==> src/rtl/mem_read_dma_if.sv <==
// AXI3 read-address and read-data channels between the read-DMA master and
// the memory slave. Write channels are not carried here.
interface mem_read_dma_if #(
  parameter int ADDR_WIDTH = 32,
  parameter int DATA_WIDTH = 64,
  parameter int LEN_WIDTH  = 4,
  parameter int ID_WIDTH   = 6
);
  logic                  arvalid;
  logic                  arready;
  logic [ADDR_WIDTH-1:0] araddr;
  logic [LEN_WIDTH-1:0]  arlen;
  logic [ID_WIDTH-1:0]   arid;
  logic [2:0]            arsize;
  logic [1:0]            arburst;
  logic [1:0]            arlock;
  logic [3:0]            arcache;
  logic [2:0]            arprot;
  logic [3:0]            arqos;

  logic                  rvalid;
  logic                  rready;
  logic [DATA_WIDTH-1:0] rdata;
  logic                  rlast;
  logic [1:0]            rresp;
  logic [ID_WIDTH-1:0]   rid;

  modport master (
    output arvalid, araddr, arlen, arid, arsize, arburst, arlock, arcache,
           arprot, arqos, rready,
    input  arready, rvalid, rdata, rlast, rresp, rid
  );

  modport slave (
    input  arvalid, araddr, arlen, arid, arsize, arburst, arlock, arcache,
           arprot, arqos, rready,
    output arready, rvalid, rdata, rlast, rresp, rid
  );
endinterface

==> src/rtl/mem_read_dma.sv <==
// Read-DMA engine: on Go, fetches Length bytes from memory with INCR bursts
// (max 16 beats, never crossing a 4KB page, one burst outstanding) and
// streams the 64-bit words in order through a 2-entry output buffer.
module mem_read_dma #(
  parameter int DATA_WIDTH = 64,
  parameter int ADDR_WIDTH = 32,
  parameter int LEN_WIDTH  = 4,
  parameter int ID_WIDTH   = 6,
  parameter int READ_ID    = 0
) (
  input  logic                  Clk,
  input  logic                  Rst_n,
  input  logic                  Go,
  input  logic [29:0]           Src_addr,
  input  logic [31:0]           Length,
  output logic                  Busy,
  output logic                  Done,
  output logic                  Err,
  mem_read_dma_if.master        m_memory,
  output logic                  Out_valid,
  input  logic                  Out_ready,
  output logic [DATA_WIDTH-1:0] Out_data,
  output logic                  Out_last
);

  typedef enum logic [1:0] {IDLE, ADDR, DATA, FINISH} state_t;

  state_t                state, state_nxt;
  logic [ADDR_WIDTH-1:0] ptr;
  logic [28:0]           remaining;
  logic [28:0]           total_beats;
  logic [9:0]            to_bound;
  logic [4:0]            burst_n;
  logic                  go_ok;
  logic                  push;
  logic                  pop;
  logic                  final_beat;
  logic                  err_q;

  logic [DATA_WIDTH-1:0] fifo_data [2];
  logic [1:0]            fifo_last;
  logic                  wr_idx;
  logic                  rd_idx;
  logic [1:0]            count;

  logic                  arvalid;
  logic                  rready;
  logic [ADDR_WIDTH-1:0] araddr;
  logic [LEN_WIDTH-1:0]  arlen;
  logic                  unused_rid;

  // The trailing partial word is fetched and delivered whole.
  assign total_beats = Length[31:3] + {28'd0, |Length[2:0]};
  assign to_bound    = 10'd512 - {1'b0, ptr[11:3]};
  assign go_ok       = (state == IDLE) && Go;
  assign push        = m_memory.rvalid && rready;
  assign pop         = Out_valid && Out_ready;
  assign final_beat  = m_memory.rlast && (remaining == 29'd0);
  assign unused_rid  = ^m_memory.rid;

  // Burst size: min(16, remaining beats, beats left in the 4KB page).
  always_comb begin
    burst_n = 5'd16;
    if (remaining < 29'd16) burst_n = remaining[4:0];
    if (to_bound < {5'd0, burst_n}) burst_n = to_bound[4:0];
  end

  // State register.
  always_ff @(posedge Clk or negedge Rst_n) begin
    if (!Rst_n) state <= IDLE;
    else        state <= state_nxt;
  end

  // Next-state logic; only one burst is ever outstanding.
  always_comb begin
    state_nxt = state;
    case (state)
      IDLE:   if (Go) state_nxt = (Length == 32'd0) ? FINISH : ADDR;
      ADDR:   if (m_memory.arready) state_nxt = DATA;
      DATA:   if (push && m_memory.rlast)
                state_nxt = (remaining == 29'd0) ? FINISH : ADDR;
      FINISH: if (count == 2'd0) state_nxt = IDLE;
      default: state_nxt = IDLE;
    endcase
  end

  // State-decoded outputs; AR fields derive from registers held through ADDR.
  always_comb begin
    arvalid = 1'b0;
    araddr  = '0;
    arlen   = '0;
    rready  = 1'b0;
    Busy    = (state != IDLE);
    Done    = 1'b0;
    case (state)
      ADDR: begin
        arvalid = 1'b1;
        araddr  = ptr;
        arlen   = LEN_WIDTH'(burst_n - 5'd1);
      end
      DATA:   rready = (count != 2'd2);
      FINISH: Done   = (count == 2'd0);
      default: ;
    endcase
  end

  assign m_memory.arvalid = arvalid;
  assign m_memory.araddr  = araddr;
  assign m_memory.arlen   = arlen;
  assign m_memory.arid    = ID_WIDTH'(READ_ID);
  assign m_memory.arsize  = 3'b011;
  assign m_memory.arburst = 2'b01;
  assign m_memory.arlock  = 2'b00;
  assign m_memory.arcache = 4'b0011;
  assign m_memory.arprot  = 3'b000;
  assign m_memory.arqos   = 4'b0000;
  assign m_memory.rready  = rready;

  // Transfer pointer and remaining-beat count: loaded on Go, advanced per AR.
  always_ff @(posedge Clk or negedge Rst_n) begin
    if (!Rst_n) begin
      ptr       <= '0;
      remaining <= '0;
    end else if (go_ok) begin
      ptr       <= ADDR_WIDTH'({Src_addr, 2'b00});
      remaining <= total_beats;
    end else if (state == ADDR && m_memory.arready) begin
      ptr       <= ptr + ADDR_WIDTH'({burst_n, 3'b000});
      remaining <= remaining - {24'd0, burst_n};
    end
  end

  // Sticky error flag, cleared by an accepted Go.
  always_ff @(posedge Clk or negedge Rst_n) begin
    if (!Rst_n)                                   err_q <= 1'b0;
    else if (go_ok)                               err_q <= 1'b0;
    else if (push && m_memory.rresp != 2'b00)     err_q <= 1'b1;
  end

  assign Err = err_q;

  // Output buffer control: indices, occupancy and last-word tags.
  always_ff @(posedge Clk or negedge Rst_n) begin
    if (!Rst_n) begin
      wr_idx    <= 1'b0;
      rd_idx    <= 1'b0;
      count     <= 2'd0;
      fifo_last <= 2'b00;
    end else begin
      if (push) begin
        wr_idx            <= ~wr_idx;
        fifo_last[wr_idx] <= final_beat;
      end
      if (pop) rd_idx <= ~rd_idx;
      case ({push, pop})
        2'b10:   count <= count + 2'd1;
        2'b01:   count <= count - 2'd1;
        default: count <= count;
      endcase
    end
  end

  // Output buffer payload; needs no reset since occupancy gates visibility.
  always_ff @(posedge Clk) begin
    if (push) fifo_data[wr_idx] <= m_memory.rdata;
  end

  assign Out_valid = (count != 2'd0);
  assign Out_data  = fifo_data[rd_idx];
  assign Out_last  = Out_valid && fifo_last[rd_idx];

endmodule

==> src/flat_wrapper.sv <==
// flat-port wrapper written by rule: the top's interface ports become plain ports
module mem_read_dma_flat 
#(
  parameter int DATA_WIDTH = 64,
  parameter int ADDR_WIDTH = 32,
  parameter int LEN_WIDTH  = 4,
  parameter int ID_WIDTH   = 6,
  parameter int READ_ID    = 0
)
  (Clk, Rst_n, Go, Src_addr, Length, Busy, Done, Err, Out_valid, Out_ready, Out_data, Out_last, m_memory_arvalid, m_memory_araddr, m_memory_arlen, m_memory_arid, m_memory_arsize, m_memory_arburst, m_memory_arlock, m_memory_arcache, m_memory_arprot, m_memory_arqos, m_memory_rready, m_memory_arready, m_memory_rvalid, m_memory_rdata, m_memory_rlast, m_memory_rresp, m_memory_rid);
  mem_read_dma_if #(.ADDR_WIDTH(ADDR_WIDTH), .DATA_WIDTH(DATA_WIDTH), .LEN_WIDTH(LEN_WIDTH), .ID_WIDTH(ID_WIDTH)) m_memory_i ();
  input  logic Clk;
  input  logic Rst_n;
  input  logic Go;
  input  logic [29:0] Src_addr;
  input  logic [31:0] Length;
  output logic Busy;
  output logic Done;
  output logic Err;
  output logic Out_valid;
  input  logic Out_ready;
  output logic [DATA_WIDTH-1:0] Out_data;
  output logic Out_last;
  output wire logic [$bits(m_memory_i.arvalid)-1:0] m_memory_arvalid;
  output wire logic [$bits(m_memory_i.araddr)-1:0] m_memory_araddr;
  output wire logic [$bits(m_memory_i.arlen)-1:0] m_memory_arlen;
  output wire logic [$bits(m_memory_i.arid)-1:0] m_memory_arid;
  output wire logic [$bits(m_memory_i.arsize)-1:0] m_memory_arsize;
  output wire logic [$bits(m_memory_i.arburst)-1:0] m_memory_arburst;
  output wire logic [$bits(m_memory_i.arlock)-1:0] m_memory_arlock;
  output wire logic [$bits(m_memory_i.arcache)-1:0] m_memory_arcache;
  output wire logic [$bits(m_memory_i.arprot)-1:0] m_memory_arprot;
  output wire logic [$bits(m_memory_i.arqos)-1:0] m_memory_arqos;
  output wire logic [$bits(m_memory_i.rready)-1:0] m_memory_rready;
  input wire logic [$bits(m_memory_i.arready)-1:0] m_memory_arready;
  input wire logic [$bits(m_memory_i.rvalid)-1:0] m_memory_rvalid;
  input wire logic [$bits(m_memory_i.rdata)-1:0] m_memory_rdata;
  input wire logic [$bits(m_memory_i.rlast)-1:0] m_memory_rlast;
  input wire logic [$bits(m_memory_i.rresp)-1:0] m_memory_rresp;
  input wire logic [$bits(m_memory_i.rid)-1:0] m_memory_rid;
  assign m_memory_arvalid = m_memory_i.arvalid;
  assign m_memory_araddr = m_memory_i.araddr;
  assign m_memory_arlen = m_memory_i.arlen;
  assign m_memory_arid = m_memory_i.arid;
  assign m_memory_arsize = m_memory_i.arsize;
  assign m_memory_arburst = m_memory_i.arburst;
  assign m_memory_arlock = m_memory_i.arlock;
  assign m_memory_arcache = m_memory_i.arcache;
  assign m_memory_arprot = m_memory_i.arprot;
  assign m_memory_arqos = m_memory_i.arqos;
  assign m_memory_rready = m_memory_i.rready;
  assign m_memory_i.arready = m_memory_arready;
  assign m_memory_i.rvalid = m_memory_rvalid;
  assign m_memory_i.rdata = m_memory_rdata;
  assign m_memory_i.rlast = m_memory_rlast;
  assign m_memory_i.rresp = m_memory_rresp;
  assign m_memory_i.rid = m_memory_rid;
  mem_read_dma #(.DATA_WIDTH(DATA_WIDTH), .ADDR_WIDTH(ADDR_WIDTH), .LEN_WIDTH(LEN_WIDTH), .ID_WIDTH(ID_WIDTH), .READ_ID(READ_ID)) u_core (.Clk(Clk), .Rst_n(Rst_n), .Go(Go), .Src_addr(Src_addr), .Length(Length), .Busy(Busy), .Done(Done), .Err(Err), .m_memory(m_memory_i), .Out_valid(Out_valid), .Out_ready(Out_ready), .Out_data(Out_data), .Out_last(Out_last));
endmodule
==> config.mk <==
export PLATFORM = sky130hd
export DESIGN_NAME = mem_read_dma_flat
export DESIGN_NICKNAME = d
export VERILOG_FILES = /design/src/rtl/mem_read_dma_if.sv /design/src/rtl/mem_read_dma.sv /design/src/flat_wrapper.sv
export SDC_FILE = /design/constraint.sdc
export NUM_CORES = 1
export LEC_CHECK = 0
export CELL_PAD_IN_SITES_DETAIL_PLACEMENT = 1
export CELL_PAD_IN_SITES_GLOBAL_PLACEMENT = 1
export CORE_MARGIN = 4
export CORE_UTILIZATION = 41
export DETAILED_ROUTE_END_ITERATION = 10
export PLACE_DENSITY_LB_ADDON = 0.25
export SLEW_MARGIN = 20
export SYNTH_ARGS = -nofsm -noshare
export SYNTH_HDL_FRONTEND = slang
export SYNTH_SLANG_ARGS = --single-unit
export TNS_END_PERCENT = 1
==> constraint.sdc <==
create_clock -name Clk -period 9.58 [get_ports Clk]
set_input_delay 0.958 -clock Clk [delete_from_list [all_inputs] [get_ports Clk]]
set_output_delay 0.958 -clock Clk [all_outputs]
set_load 0.05 [all_outputs]
# After elaboration in Yosys (flattened, before gate mapping)
# Memories as Yosys holds them, arrays and structs flattened.
# Cells that the tools add are included.
[classes] n_eq_ne=10 order_cmp=5 bitwise_logic=2 addsub=7 muxes=28 n_reduce_logical=21
[op_table] cell="$mux 32" count=3
[op_table] cell="$mux 29" count=2
[op_table] cell="$add 32x8->32" count=1
[op_table] cell="$logic_not 32->1" count=1
[op_table] cell="$add 29x1->29" count=1
[op_table] cell="$logic_not 29->1" count=1
[op_table] cell="$lt 29x5->1 const B" count=1
[op_table] cell="$sub 29x5->29" count=1
[op_table] cell="$mux 2" count=6
[op_table] cell="$reduce_bool 2->1" count=6
[op_table] cell="$lt 10x5->1" count=1
[op_table] cell="$mux 1" count=10
[op_table] cell="$mux 5" count=2
[op_table] cell="$sub 10x9->10 const A" count=1
[op_table] cell="$logic_and 1x1->1" count=9
[op_table] cell="$pmux 2 s4" count=1
[op_table] cell="$eq 2x2->1 const B" count=3
[op_table] cell="$ne 2x2->1 const B" count=3
[op_table] cell="$eq 2x1->1 const B" count=2
[op_table] cell="$logic_not 2->1" count=2
[op_table] cell="$lt 1x2->1 const B" count=2
[op_table] cell="$mux 4" count=1
[op_table] cell="$ne 2x1->1 const B" count=2
[op_table] cell="$pmux 2 s2" count=1
[op_table] cell="9 further kinds" count=10
[totals] ram_bits=128 n_memories=1 out_inout_bits=131 register_bits=70 in_bits=141
[mem_list] name="u_core.fifo_data" words=2 word_bits=64 read_ports=1 rd_clocked_by_memory_dff=0 wr=1 line_no="mem_read_dma.sv:40" text="logic [DATA_WIDTH-1:0] fifo_data [2];"

# Logic depth before layout (Yosys ltp)
[depth] depth_word=7 depth_mapped=24

# Worst setup path after synthesis
# No wires, ideal clock.
[synth_timing] path_type="flip-flop to flip-flop" from="register u_core.state[1]" to="register u_core.fifo_last[0]" n_path_buf=1 arrival_ns=5.461 setup_slack_ns=3.991 setup_ns=0.128 path_stages_with_launch=8 path_cell_list="dfrtp_1 > clkbuf_1 > inv_1 > a211oi_1 > and2_1 > inv_1 > nor2_1 > mux2_2"
[synth_via] elab_chain_len=3
[synth_lines] item="start, declared" line_no="mem_read_dma.sv:28" text="state_t state, state_nxt;"
[synth_lines] item="start signal, assigned" line_no="mem_read_dma.sv:71" text="else state <= state_nxt;"
[synth_lines] item="$eq 2x2->1" line_no="mem_read_dma.sv:95" text="case (state)"
[synth_lines] item="$mux 1" line_no="mem_read_dma.sv:95"
[synth_lines] item="net m_memory_rready" line_no="flat_wrapper.sv:34" text="output wire logic [$bits(m_memory_i.rready)-1:0] m_memory_rready;"
[synth_lines] item="$logic_and 1x1->1" line_no="mem_read_dma.sv:56" text="assign push = m_memory.rvalid && rready;"
[synth_lines] item="end signal, assigned by index" line_no="mem_read_dma.sv:152" text="fifo_last[wr_idx] <= final_beat;"
[synth_lines] item="end, declared" line_no="mem_read_dma.sv:41" text="logic [1:0] fifo_last;"
# The timed path passes the listed nets, and every way through them passes these cells.
# A chain may end at the register's enable or synchronous reset.

# Worst setup path after layout
[layout_timing] from="register u_core.remaining[9]" to="output port m_memory_arlen[3]"
[layout_via] elab_chain_len=6
[layout_lines] item="start, declared" line_no="mem_read_dma.sv:30" text="logic [28:0] remaining;"
[layout_lines] item="start signal, assigned" line_no="mem_read_dma.sv:126" text="remaining <= total_beats;"
[layout_lines] item="start signal, assigned" line_no="mem_read_dma.sv:129" text="remaining <= remaining - {24'd0, burst_n};"
[layout_lines] item="$lt 29x5->1 (*)" line_no="mem_read_dma.sv:64" text="if (remaining < 29'd16) burst_n = remaining[4:0];"
[layout_lines] item="$mux 5 (*)" line_no="mem_read_dma.sv:64"
[layout_lines] item="$lt 10x5->1" line_no="mem_read_dma.sv:65" text="if (to_bound < {5'd0, burst_n}) burst_n = to_bound[4:0];"
[layout_lines] item="$mux 5 (*)" line_no="mem_read_dma.sv:65"
[layout_lines] item="$sub 4x1->4 (*)" line_no="mem_read_dma.sv:99" text="arlen = LEN_WIDTH'(burst_n - 5'd1);"
[layout_lines] item="$mux 4 (*)" line_no="mem_read_dma.sv:95"
[layout_lines] item="end, declared" line_no="flat_wrapper.sv:26" text="output wire logic [$bits(m_memory_i.arlen)-1:0] m_memory_arlen;"
# Mark *: on every way between the ends. The rest lies on a longest branch, timed or not.

==> impl_metrics.env <==
export IMPL_cp_end_kind="output port"
export IMPL_slew_headroom=0.356
export IMPL_grt_pass1_wl_um=42500
export IMPL_max_cap_viol_count=0
export IMPL_vias_per_cell=5.19
export IMPL_path_delay_family="simple AND/OR/NAND/NOR gates"
export IMPL_drv_slew=0
export IMPL_cp_cell_sequence="or4_1, nor3b_2, nand3_1, inv_1, nand2_1, ha_1, a21o_1, a21o_1, a21oi_1, nor2b_1, mux2i_1, nor3_1, xor2_1, nor2_1, clkdlybuf4s50_1"
export IMPL_cpPeakStageDelay_ns=0.82
export IMPL_vdd_drop_max_uv=201
export IMPL_crit_buf_inv=2
export IMPL_finalHoldViolations=0
export IMPL_avgRoutedWirePerCell_um=19.1
export IMPL_crit_path_start_kind="flip-flop"
export IMPL_critical_path_class="reg -> out"
export IMPL_tightest_slew_ns=0.966
export IMPL_num_io_pins=272
export IMPL_cts_resized=0
export IMPL_synthFlopType="edfxtp_1"
export IMPL_drtAntennaViolNets=0
export IMPL_grt_antenna_before_repair=1
export IMPL_post_cts_setup_buffers=0
export IMPL_drc=0
export IMPL_grt_pass1_vias=7804
export IMPL_pwr_density_cell_nw_per_um2=297
export IMPL_syn_instance_count=872
export IMPL_crit_arrival_ns=5.85
export IMPL_clock_skew_ns=0.0161
export IMPL_clkSlewWorstSetupHoldPaths_ns=0.08
export IMPL_coreArea_um2=23600
export IMPL_p_leak_nw=4.76
export IMPL_syn2layout_area_growth_pct=32.7
export IMPL_die_y_um=164
export IMPL_hpwl_um=20000
export IMPL_async_flop_share=0.347
export IMPL_max_freq_ghz=0.147
export IMPL_drt_pre_antenna_iters=5
export IMPL_dp_cells=1407
export IMPL_drt_iter0_markers=481
export IMPL_synth_seq_cells=196
export IMPL_synth_cell_type_count=59
export IMPL_cts_tree="yes"
export IMPL_fin_crit_sh=0.711
export IMPL_crit_fanout=7
export IMPL_cts_hold_fix_buffers=0
export IMPL_portBuffers=239
export IMPL_numCtsBuffers=17
export IMPL_nets=1267
export IMPL_start_util=0.420
export IMPL_grt_overflow_total=0
export IMPL_grt_max_degree=69
export IMPL_vias=7469
export IMPL_totalWireLength_um=27500
export IMPL_clock_sinks=196
export IMPL_finalNonFillerCells=1439
export IMPL_critPathRequiredTime_ns=8.62
export IMPL_cts_buffer_depth=2
export IMPL_ys_warn_count=0
export IMPL_htree_levels=4
export IMPL_synth_edf_count=128
export IMPL_outcome="finished clean"
export IMPL_yosysSeqAreaShare=0.559
export IMPL_path_common_cell="a21o_1"
export IMPL_rows=56
export IMPL_post_route_min_period_ns=6.81
export IMPL_gp_congestion=0.804
export IMPL_clock_latency_ns=0.43
export IMPL_die_w_um=164
export IMPL_cp_slowest_cell="clkdlybuf4s50_1"
export IMPL_avgSynthCellArea_um2=11.4
export IMPL_clockRootBuffer="clkbuf_16"
export IMPL_fin_tns_setup_ns=0
export IMPL_hold_class="reg -> reg"
export IMPL_drive_above_1_share=0.105
export IMPL_rsz0062_at_grt="no"
export IMPL_setup_viol=0
export IMPL_syn_cell_area_um2=9930
export IMPL_dieArea_um2=26800
export IMPL_nFillCells=2527
export IMPL_grt_usage=0.202
export IMPL_num_antenna_cells=0
[cell usage after synthesis, types with 3 or more instances]
cell | number | area share
or3_1 | 8 | 0.0050
mux2_2 | 66 | 0.075
nor4_1 | 13 | 0.0082
nand4_1 | 9 | 0.0057
nand2b_1 | 4 | 0.0025
ha_1 | 18 | 0.023
nor3_1 | 15 | 0.0076
mux2i_1 | 4 | 0.0040
clkbuf_1 | 27 | 0.010
a21o_1 | 8 | 0.0061
buf_4 | 26 | 0.020
edfxtp_1 | 128 | 0.39
a211oi_1 | 3 | 0.0023
o211ai_1 | 3 | 0.0023
nand2_1 | 81 | 0.031
nor2_1 | 76 | 0.029
o21ai_0 | 49 | 0.025
dfrtp_1 | 68 | 0.17
inv_1 | 30 | 0.011
xor2_1 | 33 | 0.029
and2_1 | 31 | 0.020
a21oi_1 | 22 | 0.011
nand3_1 | 26 | 0.013
and3_1 | 13 | 0.0082
a31oi_1 | 11 | 0.0069
a22oi_1 | 4 | 0.0030
xnor2_1 | 44 | 0.039
o31ai_1 | 4 | 0.0030
or4_1 | 12 | 0.0091
[layout by cell type (no fill, tap or decap), types with 3 or more instances in the layout]
cell type / count
clkdlybuf4s50_1: 238
edfxtp_1: 128
nand2_1: 81
nor2_1: 75
dfrtp_1: 67
mux2_2: 66
o21ai_0: 49
xnor2_1: 44
xor2_1: 33
inv_1: 30
and2_1: 30
nand3_1: 26
conb_1: 26
a21oi_1: 22
ha_1: 18
clkbuf_16: 17
nor3_1: 15
nor4_1: 13
or4_1: 12
and3_1: 12
a31oi_1: 11
nand4_1: 9
or3_1: 8
a21o_1: 8
buf_4: 8
mux2i_1: 4
nand2b_1: 4
o31ai_1: 4
a22oi_1: 4
inv_6: 4
clkinv_8: 4
a211oi_1: 3
o211ai_1: 3
[through the flow]
| stage | setup WS [ns] | area [um^2] | hold WS, ns | util | power, mW |
|---|---|---|---|---|---|
| after floorplan | 3.99 | 10000 | 0.437 | - | 2.59 |
| after global placement | 3.18 | 12600 | 0.469 | 0.532 | 3.17 |
| after detailed placement | 3.15 | 12600 | 0.470 | 0.532 | 3.22 |
| after CTS | 2.75 | 13200 | 0.491 | 0.558 | 3.96 |
| after global routing | 2.36 | 13200 | 0.540 | 0.558 | 4.15 |
| final | 2.77 | 13200 | 0.480 | 0.558 | 3.92 |
[where the power goes]
group          switching [mW]  internal (mW)  total [mW]
logic                    1.22          0.709        1.93
registers               0.184           1.09        1.27
clock network           0.363          0.356       0.719
total                    1.77           2.15        3.92
[final timing paths]
path	startpoint	end	slack, ns	depth (start not counted)
setup / recovery	u_core.remaining[9]	m_memory_arlen[3]	2.77	15
max in group asynchronous	Rst_n	u_core.rd_idx	8.12	2
min in group asynchronous	Rst_n	u_core.ptr[12]	0.74	2
hold / removal	u_core.ptr[2]	u_core.ptr[2]	0.48	2
setup reg to reg	u_core.remaining[9]	u_core.ptr[31]	3.10	23
hold reg to reg	u_core.ptr[2]	u_core.ptr[2]	0.48	2
[worst reg2reg max path, cell delays in order (launching register included)]
cell and delay, ns:
dfrtp_1 0.44, or4_1 0.62, nor3b_2 0.43, nand3_1 0.19
inv_1 0.22, nand2_1 0.12, ha_1 0.32, a21o_1 0.21
a21o_1 0.19, a21oi_1 0.24, nor2b_1 0.56, mux2i_1 0.64
ha_1 0.30, inv_1 0.06, fa_1 0.41, nor2b_1 0.13
o21ai_0 0.11, nand2b_1 0.12, a21oi_1 0.14, nand2b_1 0.20
nor2_1 0.30, nand4_1 0.18, xor2_1 0.16, o21ai_0 0.13
[routing by layer]
layer	global-route usage	up-vias	share of wire
li1	-	3555	-
met1	0.263	3677	0.43
met3	0.0535	22	0.069
met5	0	-	0.00047
met2	0.342	213	0.49
met4	0.0412	2	0.0091
[cell type report]
class	instances	area (um^2)	area share
Multi-Input combinational cell	615	4060	0.309
Timing Repair Buffer	247	2450	0.186
Clock buffer	17	425	0.0323
Clock inverter	15	176	0.0134
Inverter	30	113	0.00855
Sequential cell	196	5550	0.421
Tap cell	319	399	0.0303
[state kept, by name (all words and copies together), names as in the netlist]
name,flops
u_core.Err,1
u_core.count,2
u_core.fifo_data,128
u_core.fifo_last,2
u_core.ptr,30
u_core.rd_idx,1
u_core.remaining,29
u_core.state,2
u_core.wr_idx,1
[cell families (layout without fill, tap and decap cells)]
| group | Yosys count | after routing | share of synthesized area |
|---|---|---|---|
| XOR/XNOR | 77 | 77 | 0.0679 |
| AND/OR/NAND/NOR | 301 | 301 | 0.150 |
| buffers and inverters | 85 | 309 | 0.0421 |
| adder cells (fa/ha/maj) | 19 | 19 | 0.0247 |
| AO/OA/AOI/OAI | 122 | 122 | 0.0768 |
| other | 2 | 26 | 0.000757 |
| multiplexers | 70 | 70 | 0.0789 |
| flip-flops | 196 | 196 | 0.559 |
No activity file was read; power rests on OpenSTA's default activity.
